`config.mk`:
```
export PLATFORM = sky130hd
export DESIGN_NAME = clint_reg_arbiter
export DESIGN_NICKNAME = d
export VERILOG_FILES = /design/src/rtl/clint_reg_arbiter.sv
export SDC_FILE = /design/constraint.sdc
export NUM_CORES = 1
export LEC_CHECK = 0
export ABC_AREA = 1
export CORE_AREA = 2 2 157 159
export DETAILED_ROUTE_END_ITERATION = 6
export DIE_AREA = 0 0 159 161
export PLACE_DENSITY = 0.72
export SYNTH_ARGS = -nofsm -noshare
export SYNTH_HDL_FRONTEND = slang
export SYNTH_SLANG_ARGS = --single-unit
```
`constraint.sdc`:
```
create_clock -name clk_i -period 1.8 [get_ports clk_i]
set_input_delay 0.27 -clock clk_i [delete_from_list [all_inputs] [get_ports clk_i]]
set_output_delay 0.27 -clock clk_i [all_outputs]
set_load 0.01 [all_outputs]
```
`src/rtl/clint_reg_arbiter.sv`:
```
// Round-robin arbiter sharing the CLINT register port between NR_REQ requesters.
// One access in flight at a time. Illegal offsets are rejected locally, and a timeout aborts hung accesses.
module clint_reg_arbiter #(
    parameter int                    NR_REQ         = 2,
    parameter int                    ADDR_WIDTH     = 16,
    parameter int                    TIMEOUT_CYCLES = 64,
    parameter logic [ADDR_WIDTH-1:0] ADDR_LIMIT     = 16'hC000
) (
    input  logic                         clk_i,
    input  logic                         rst_i,
    input  logic [NR_REQ-1:0]            req_valid_i,
    output logic [NR_REQ-1:0]            req_ready_o,
    input  logic [NR_REQ-1:0]            req_we_i,
    input  logic [NR_REQ*ADDR_WIDTH-1:0] req_addr_i,
    input  logic [NR_REQ*64-1:0]         req_wdata_i,
    input  logic [NR_REQ*8-1:0]          req_be_i,
    output logic [NR_REQ-1:0]            rsp_valid_o,
    output logic [63:0]                  rsp_rdata_o,
    output logic                         rsp_err_o,
    output logic                         clint_req_o,
    input  logic                         clint_gnt_i,
    output logic                         clint_we_o,
    output logic [ADDR_WIDTH-1:0]        clint_addr_o,
    output logic [63:0]                  clint_wdata_o,
    output logic [7:0]                   clint_be_o,
    input  logic                         clint_rvalid_i,
    input  logic [63:0]                  clint_rdata_i,
    input  logic                         clint_err_i
);

    localparam int IDX_W = (NR_REQ > 1) ? $clog2(NR_REQ) : 1;
    localparam int SUM_W = IDX_W + 1;
    localparam int TMO_W = $clog2(TIMEOUT_CYCLES);
    localparam logic [TMO_W-1:0] TMO_LAST = TMO_W'(TIMEOUT_CYCLES - 1);

    typedef enum logic [1:0] {IDLE, ISSUE, WAIT_RSP, RESP} state_t;

    state_t                  state;
    state_t                  state_next;
    logic [IDX_W-1:0]        rr_ptr;
    logic [IDX_W-1:0]        winner;
    logic [IDX_W-1:0]        sel_idx;
    logic                    sel_found;
    logic [SUM_W-1:0]        scan;
    logic [SUM_W-1:0]        ptr_inc;
    logic [IDX_W-1:0]        next_ptr;
    logic [TMO_W-1:0]        tmo_cnt;
    logic [ADDR_WIDTH-1:0]   win_addr;
    logic                    addr_ok;
    logic                    accept;
    logic                    rsp_done;
    logic                    tmo_hit;
    logic                    lat_we;
    logic [ADDR_WIDTH-1:0]   lat_addr;
    logic [63:0]             lat_wdata;
    logic [7:0]              lat_be;
    logic [63:0]             rsp_rdata;
    logic                    rsp_err;

    // Scan from rr_ptr upward, wrapping, so the last winner drops to lowest priority.
    always_comb begin
        sel_found = 1'b0;
        sel_idx   = '0;
        scan      = '0;
        for (int i = 0; i < NR_REQ; i++) begin
            scan = SUM_W'(rr_ptr) + SUM_W'(i);
            if (scan >= SUM_W'(NR_REQ)) begin
                scan = scan - SUM_W'(NR_REQ);
            end
            if (!sel_found && req_valid_i[scan[IDX_W-1:0]]) begin
                sel_found = 1'b1;
                sel_idx   = scan[IDX_W-1:0];
            end
        end
    end

    assign win_addr = req_addr_i[int'(sel_idx)*ADDR_WIDTH +: ADDR_WIDTH];
    assign addr_ok  = (win_addr < ADDR_LIMIT) && (win_addr[2:0] == 3'b000);
    assign accept   = (state == IDLE) && sel_found && !rst_i;
    assign rsp_done = ((state == ISSUE) && clint_gnt_i && clint_rvalid_i) ||
                      ((state == WAIT_RSP) && clint_rvalid_i);
    assign tmo_hit  = ((state == ISSUE) || (state == WAIT_RSP)) && (tmo_cnt == TMO_LAST);
    assign ptr_inc  = SUM_W'(winner) + SUM_W'(1);
    assign next_ptr = (ptr_inc >= SUM_W'(NR_REQ)) ? '0 : ptr_inc[IDX_W-1:0];

    always_ff @(posedge clk_i) begin
        if (rst_i) begin
            state <= IDLE;
        end else begin
            state <= state_next;
        end
    end

    always_comb begin
        state_next = state;
        case (state)
            IDLE: begin
                if (accept) begin
                    state_next = addr_ok ? ISSUE : RESP;
                end
            end
            ISSUE: begin
                if (rsp_done || tmo_hit) begin
                    state_next = RESP;
                end else if (clint_gnt_i) begin
                    state_next = WAIT_RSP;
                end
            end
            WAIT_RSP: begin
                if (rsp_done || tmo_hit) begin
                    state_next = RESP;
                end
            end
            RESP:    state_next = IDLE;
            default: state_next = IDLE;
        endcase
    end

    // Completion wins over a timeout that lands in the same cycle.
    always_ff @(posedge clk_i) begin
        if (rst_i) begin
            rr_ptr    <= '0;
            winner    <= '0;
            tmo_cnt   <= '0;
            lat_we    <= 1'b0;
            lat_addr  <= '0;
            lat_wdata <= '0;
            lat_be    <= '0;
            rsp_rdata <= '0;
            rsp_err   <= 1'b0;
        end else begin
            case (state)
                IDLE: begin
                    if (accept) begin
                        winner    <= sel_idx;
                        lat_we    <= req_we_i[sel_idx];
                        lat_addr  <= win_addr;
                        lat_wdata <= req_wdata_i[int'(sel_idx)*64 +: 64];
                        lat_be    <= req_be_i[int'(sel_idx)*8 +: 8];
                        tmo_cnt   <= '0;
                        if (!addr_ok) begin
                            rsp_rdata <= '0;
                            rsp_err   <= 1'b1;
                        end
                    end
                end
                ISSUE, WAIT_RSP: begin
                    if (rsp_done) begin
                        rsp_rdata <= lat_we ? 64'd0 : clint_rdata_i;
                        rsp_err   <= clint_err_i;
                    end else if (tmo_hit) begin
                        rsp_rdata <= '0;
                        rsp_err   <= 1'b1;
                    end else begin
                        tmo_cnt <= tmo_cnt + TMO_W'(1);
                    end
                end
                RESP:    rr_ptr <= next_ptr;
                default: ;
            endcase
        end
    end

    always_comb begin
        req_ready_o = '0;
        rsp_valid_o = '0;
        clint_req_o = 1'b0;
        case (state)
            IDLE:     if (accept) req_ready_o[sel_idx] = 1'b1;
            ISSUE:    clint_req_o = 1'b1;
            RESP:     rsp_valid_o[winner] = 1'b1;
            default:  ;
        endcase
    end

    assign clint_we_o    = lat_we;
    assign clint_addr_o  = lat_addr;
    assign clint_wdata_o = lat_wdata;
    assign clint_be_o    = lat_be;
    assign rsp_rdata_o   = rsp_rdata;
    assign rsp_err_o     = rsp_err;

endmodule

```
* Word-level counts from Yosys, hierarchy flattened
Index checks and enable logic that the tools add are counted.
** Word-level totals
- Register bits after elaboration :: 164
- Input port bits :: 249
- Output and inout port bits :: 159
- Logic and storage cells :: 104
** Cells by class
- Add/subtract/negate cells :: 5
- Magnitude comparators :: 10
- Eq/ne operators :: 11
- Shift operators :: 3
- Muxes and demuxes :: 42
- Reduce and logical (&&, ||, !) cells :: 23
** Operators with widths (number)
- $mux W64 :: 5
- $pmux W64 S2 :: 1
- $shiftx A128 B8 Y64 :: 1
- $shiftx A32 B6 Y16 :: 1
- $mux W1 :: 20
- $mux W6 :: 3
- $lt A16 B16 Y1 const B :: 1
- $mux W2 :: 8
- $shiftx A16 B5 Y8 :: 1
- $pmux W6 S2 :: 1
- $logic_and A1 B1 Y1 :: 10
- $lt A1 B2 Y1 const B :: 4
- $ne A2 B2 Y1 const B :: 4
- $pmux W2 S4 :: 1
- $reduce_and A4 Y1 :: 2
- $add A6 B1 Y6 const B :: 1
- $eq A6 B6 Y1 const B :: 1
- $add A1 B1 Y2 const B :: 2
- $eq A2 B2 Y1 const B :: 2
- $ge A2 B2 Y1 const B :: 2
- $logic_not A3 Y1 :: 1
- $logic_or A1 B1 Y1 :: 3
- $ne A3 B2 Y1 const B :: 1
- $ne A3 B3 Y1 const B :: 1
- other kinds (13) :: 17

* Longest topological paths before layout
- Depth after elaboration :: 14
- Depth in mapped cells :: 13
- Mapped depth without buffers :: 12

* Least setup slack after synthesis
Ideal clock, no wire load.
- Path type :: register to register
- Start point :: register state[0]
- End point :: register rsp_rdata[36], in the netlist rsp_rdata_o[36]
- Library setup time :: 0.064 ns
- Arrival :: 1.733 ns
- Required time :: 1.736 ns
- Setup slack :: 0.003 ns
- Stages on the path, launching flop included :: 11
- Path through :: dfxtp_1 > inv_1 > ha_1 > nand3_1 > nor2_1 > buf_4 > clkbuf_1 > nand2_1 > nand3_1 > nand2_1 > nor2_1
** On the way
- Cells in the longest elaborated chain, start to end :: 6
- Elaborated cells between the ends (all ways) :: 19
** RTL lines
- start: declaration :: RTL line 38 : state_t state;
- start signal: assignment :: RTL line 90 : state <= state_next;
- $eq A2 B1 Y1 :: RTL line 80, 82, 132
- $logic_and A1 B1 Y1 (2 in series) :: RTL line 80 : assign rsp_done = ((state == ISSUE) && clint_gnt_i && clint_rvalid_i) ||
- $logic_or A1 B1 Y1 :: RTL line 80
- $ne A3 B3 Y1 (no source line) or $mux W64 (tied branches)
- $reduce_and A4 Y1 (no source line) or $pmux W64 S2 (tied branches)
- end signal: assignment :: RTL line 149 : rsp_rdata <= lat_we ? 64'd0 : clint_rdata_i;
- end: declaration :: RTL line 57 : logic [63:0] rsp_rdata;
Several ways; a longest one is shown, not always the timed one.
A chain may end at the register's enable or synchronous reset.

* Worst setup path in the final report
- Start point :: input req_valid_i[1]
- End point :: register rsp_rdata[9], in the netlist rsp_rdata_o[9]
** On the way
- Cells in the longest elaborated chain, start to end :: 11
- Elaborated cells between the ends (all ways) :: 19
** RTL lines
- start: declaration :: RTL line 11 : input logic [NR_REQ-1:0] req_valid_i,
- $mux W1 (not written as such) (2 in series) :: RTL line 70 : if (!sel_found && req_valid_i[scan[IDX_W-1:0]]) begin
- $mux W1 :: RTL line 70
- $logic_not A1 Y1 :: RTL line 70
- $logic_and A1 B1 Y1 :: RTL line 70
- $mux W1 :: RTL line 70
- $shiftx A32 B6 Y16 :: RTL line 77 : assign win_addr = req_addr_i[int'(sel_idx)*ADDR_WIDTH +: ADDR_WIDTH];
- $lt A16 B16 Y1 or $logic_not A3 Y1 (tied branches) :: RTL line 78 : assign addr_ok = (win_addr < ADDR_LIMIT) && (win_addr[2:0] == 3'b000);
- $logic_and A1 B1 Y1 :: RTL line 78
- $ne A2 B2 Y1 (no source line)
- $reduce_and A4 Y1 (no source line) (*)
Every way passes the cells marked *; elsewhere a longest branch is shown, timed or not. The select of a mux whose other input is x is not followed.

==> metrics.md <==
| Metric | Value |
|---|---|
| GRT Overall Usage | 0.223 |
| Largest cells by area after synthesis | dfxtp_1 45%, nand2_1 21%, a31oi_1 7.2% |
| Worst-Skew Late Latency | around 420 ps |
| WS Path Type | primary input to register |
| H-tree levels | 4 |
| Vias in the first global route | between 8,000 and 9,000 |
| Relative slew margins | 0.483 |
| Synth Net Count | 1,319 |
| Post-synth top area share | 0.449 |
| Worst Path Arrival | about 2100 ps |
| Sink Count | 164 |
| R2r worst-path depth | 14 |
| Most common cell after layout, fill and taps aside | clkdlybuf4s50_1 |
| Critical Path Start | req_valid_i[1] |
| Root buffer cell | clkbuf_16 |
| Number of remaining DRC errors | 0 |
| Final TNS setup | -22.6 ps |
| Cells after synthesis | around 1,100 |
| Final WL | 33.7 mm |
| Status | finished with violations |
| Crit. End Element | register |
| Netlist cell types | 30 |
| Gr ovfl total | 0 |
| Via density | 4.88 |
| First-pass GRT wire length | around 45 mm |
| Placeable Area | approximately 24,000 um2 |
| CP startpoint kind | primary input |
| Top Ports | between 400 and 500 |
| Fin crit share | 1.01 |
| Final setup fails | 2 |
| Placed insts | 1,768 |
| Post-synthesis sequential area ratio | 0.449 |
| CTS tree | done |
| Largest net degree at the start of global routing | 98 |
| DP HPWL | roughly 21 mm |
| HP Class | primary input to register |
| Hold_ws | roughly 370 ps |
| Layout cells sized above 1 | 0.204 |
| Pwr Total | between 20 and 25 mW |
| Achievable Freq | approximately 550 MHz |
| Synth Register Bits | roughly 160 |
| Power Density | about 1500 nW/um2 |
| Final Instance Count excl. Fillers | 1,850 |
| Cell Rows | 57 |
| Clk_skew | roughly 12 ps |
| Final number of hold-violating endpoints | 0 |
| Clock transition at the registers of the reported paths | around 70 ps |
| Num CTS Buffers | 17 |
| Hold Crit Start | rst_i |
| PortBufs | roughly 400 |
| Drt first pass iters | 5 |
| Pre-CTS setup slack | -424 ps |
| Starting density of the core | 0.305 |
| Commonest cells after routing, fill and taps aside | 400 x clkdlybuf4s50_1, 374 x nand2_1, 160 x dfxtp_1, 84 x a31oi_1, 79 x nor2_1 |
| Post-DP Area | around 12,000 um2 |
| Post-Synthesis Cell Area | between 7000 and 8000 um2 |
| Reg2Reg Setup Slack | -10 ps |
| Cts hold-fix bufs | 0 |
| Post-DR wirelength/cell | ~18 um |
| Die area | around 26,000 um2 |
| Clk buf depth | 2 |
| Finished Cell Area | around 14,000 um2 |
| Filler cell count | between 2,000 and 2,500 |
| CP max FO | 8 |
| DRC marker count from the first detailed-route iteration | slightly above 500 |
| Max-Cap Viols | 0 |
| Final WS setup | -14.4 ps |
| Hold Crit Depth | 3 |
| Vias | between 9,000 and 10,000 |
| Post-DRT Antenna Nets | 0 |
| Fin. max-slew vios | 0 |
| Mean post-synth cell area | 6.86 um2 |
| Nets@finish | roughly 1,800 |
| Core Util, Final | 0.591 |
| Yosys warning count | 0 |
| Placer congestion estimate | between 0.8 and 0.9 |
| Reg2reg start | state[0]$_SDFFE_PP0P_ |
| Worst EP required | approximately 2100 ps |
| Least-Margin Pin Slew | between 700 and 800 ps |
| P&R area growth vs syn | 93.9% |
| Clock period minus worst slack | approximately 1800 ps |
| RSZ-0062 raised after global routing | yes |
| Failing checks | setup timing |
| Antenna violations before repair | 7 |
| Width of the die | approximately 160 um |
| Height of the die | 161 um |
| Largest area contributor in the netlist | dfxtp_1 |
| Pleak | approximately 5.4 nW |
| Worst VDD drop | ~0.00092 V |
## cell families (layout without fill, tap and decap cells)
family | Yosys count | in the layout | synth area share
AND/OR/NAND/NOR | 607 | 607 | 0.331
other | 0 | 6 | 0
XOR/XNOR | 1 | 1 | 0.00120
AO/OA/AOI/OAI | 155 | 155 | 0.123
adder cells (fa/ha/maj) | 5 | 5 | 0.00856
buffers and inverters | 133 | 588 | 0.0871
flip-flops | 164 | 164 | 0.449
## Yosys cell counts (all sizes together)
cell type,instances
nand2,416
dfxtp,164
nor2,126
a31oi,84
nand3,62
a21oi,56
inv,56
buf,49
clkbuf,27
o21ai,11
ha,5
nor3b,2
a211oi,1
a31o,1
clkinv,1
nand4,1
o21a,1
o21bai,1
xnor2,1
## report_power, final
group	internal, mW	switching (mW)
combinational	6.16	5.57
sequential	4.77	0.763
clock	1.93	1.65
total	12.9	7.98
## cell type report
cell class                 count  area, um2  area share
multi-input combinational    768       4260       0.300
clock buffer                  19        433      0.0306
timing repair buffer         500       5420       0.383
antenna                        6       15.0     0.00106
sequential                   164       3290       0.232
tap                          324        405      0.0286
clock inverter                12        123     0.00865
inverter                      57        224      0.0158
## metal layers
metal,vias to the layer above,wire length (um),track usage,part of all wire
li1,4310,-,-,-
met1,4207,12700,0.258,0.38
met2,431,16900,0.379,0.50
met3,79,2840,0.0773,0.084
met4,0,1250,0.0884,0.037
met5,-,0,0,0
## registers in the layout (all words and copies together) (netlist names)
name and cells:
clint_addr_o 16, clint_be_o 8, clint_wdata_o 64, clint_we_o 1
rr_ptr 1, rsp_err_o 1, rsp_rdata_o 64, state 2
tmo_cnt 6, winner 1
## critical path, cell delays in order
cell and delay, ps:
clkdlybuf4s50_1 510, buf_12 150, nor2_4 50, nor2_8 120, nand2_4 80, buf_6 130
o21ai_4 60, nand2_2 90, clkinv_4 110, nand2_8 70, buf_12 150, clkbuf_16 160
nor2_2 90, nor2_1 60
## worst paths after layout
check,endpoint
worst max-delay path,rsp_rdata_o[9]$_SDFFE_PP0P_
worst min-delay path,tmo_cnt[5]$_SDFFE_PP0P_
worst max register to register,rsp_rdata_o[9]$_SDFFE_PP0P_
worst min register to register,tmo_cnt[1]$_SDFFE_PP0P_
## what timing repair did
| item | in CTS | in global routing |
|---|---|---|
| endpoints found under the setup margin | 97 | 136 |
| gates cloned | 6 | 22 |
| pin swaps | 11 | 104 |
| setup buffers | 15 | 8 |
| gates resized for setup | 66 | 222 |
No activity file was read; power rests on OpenSTA's default activity.
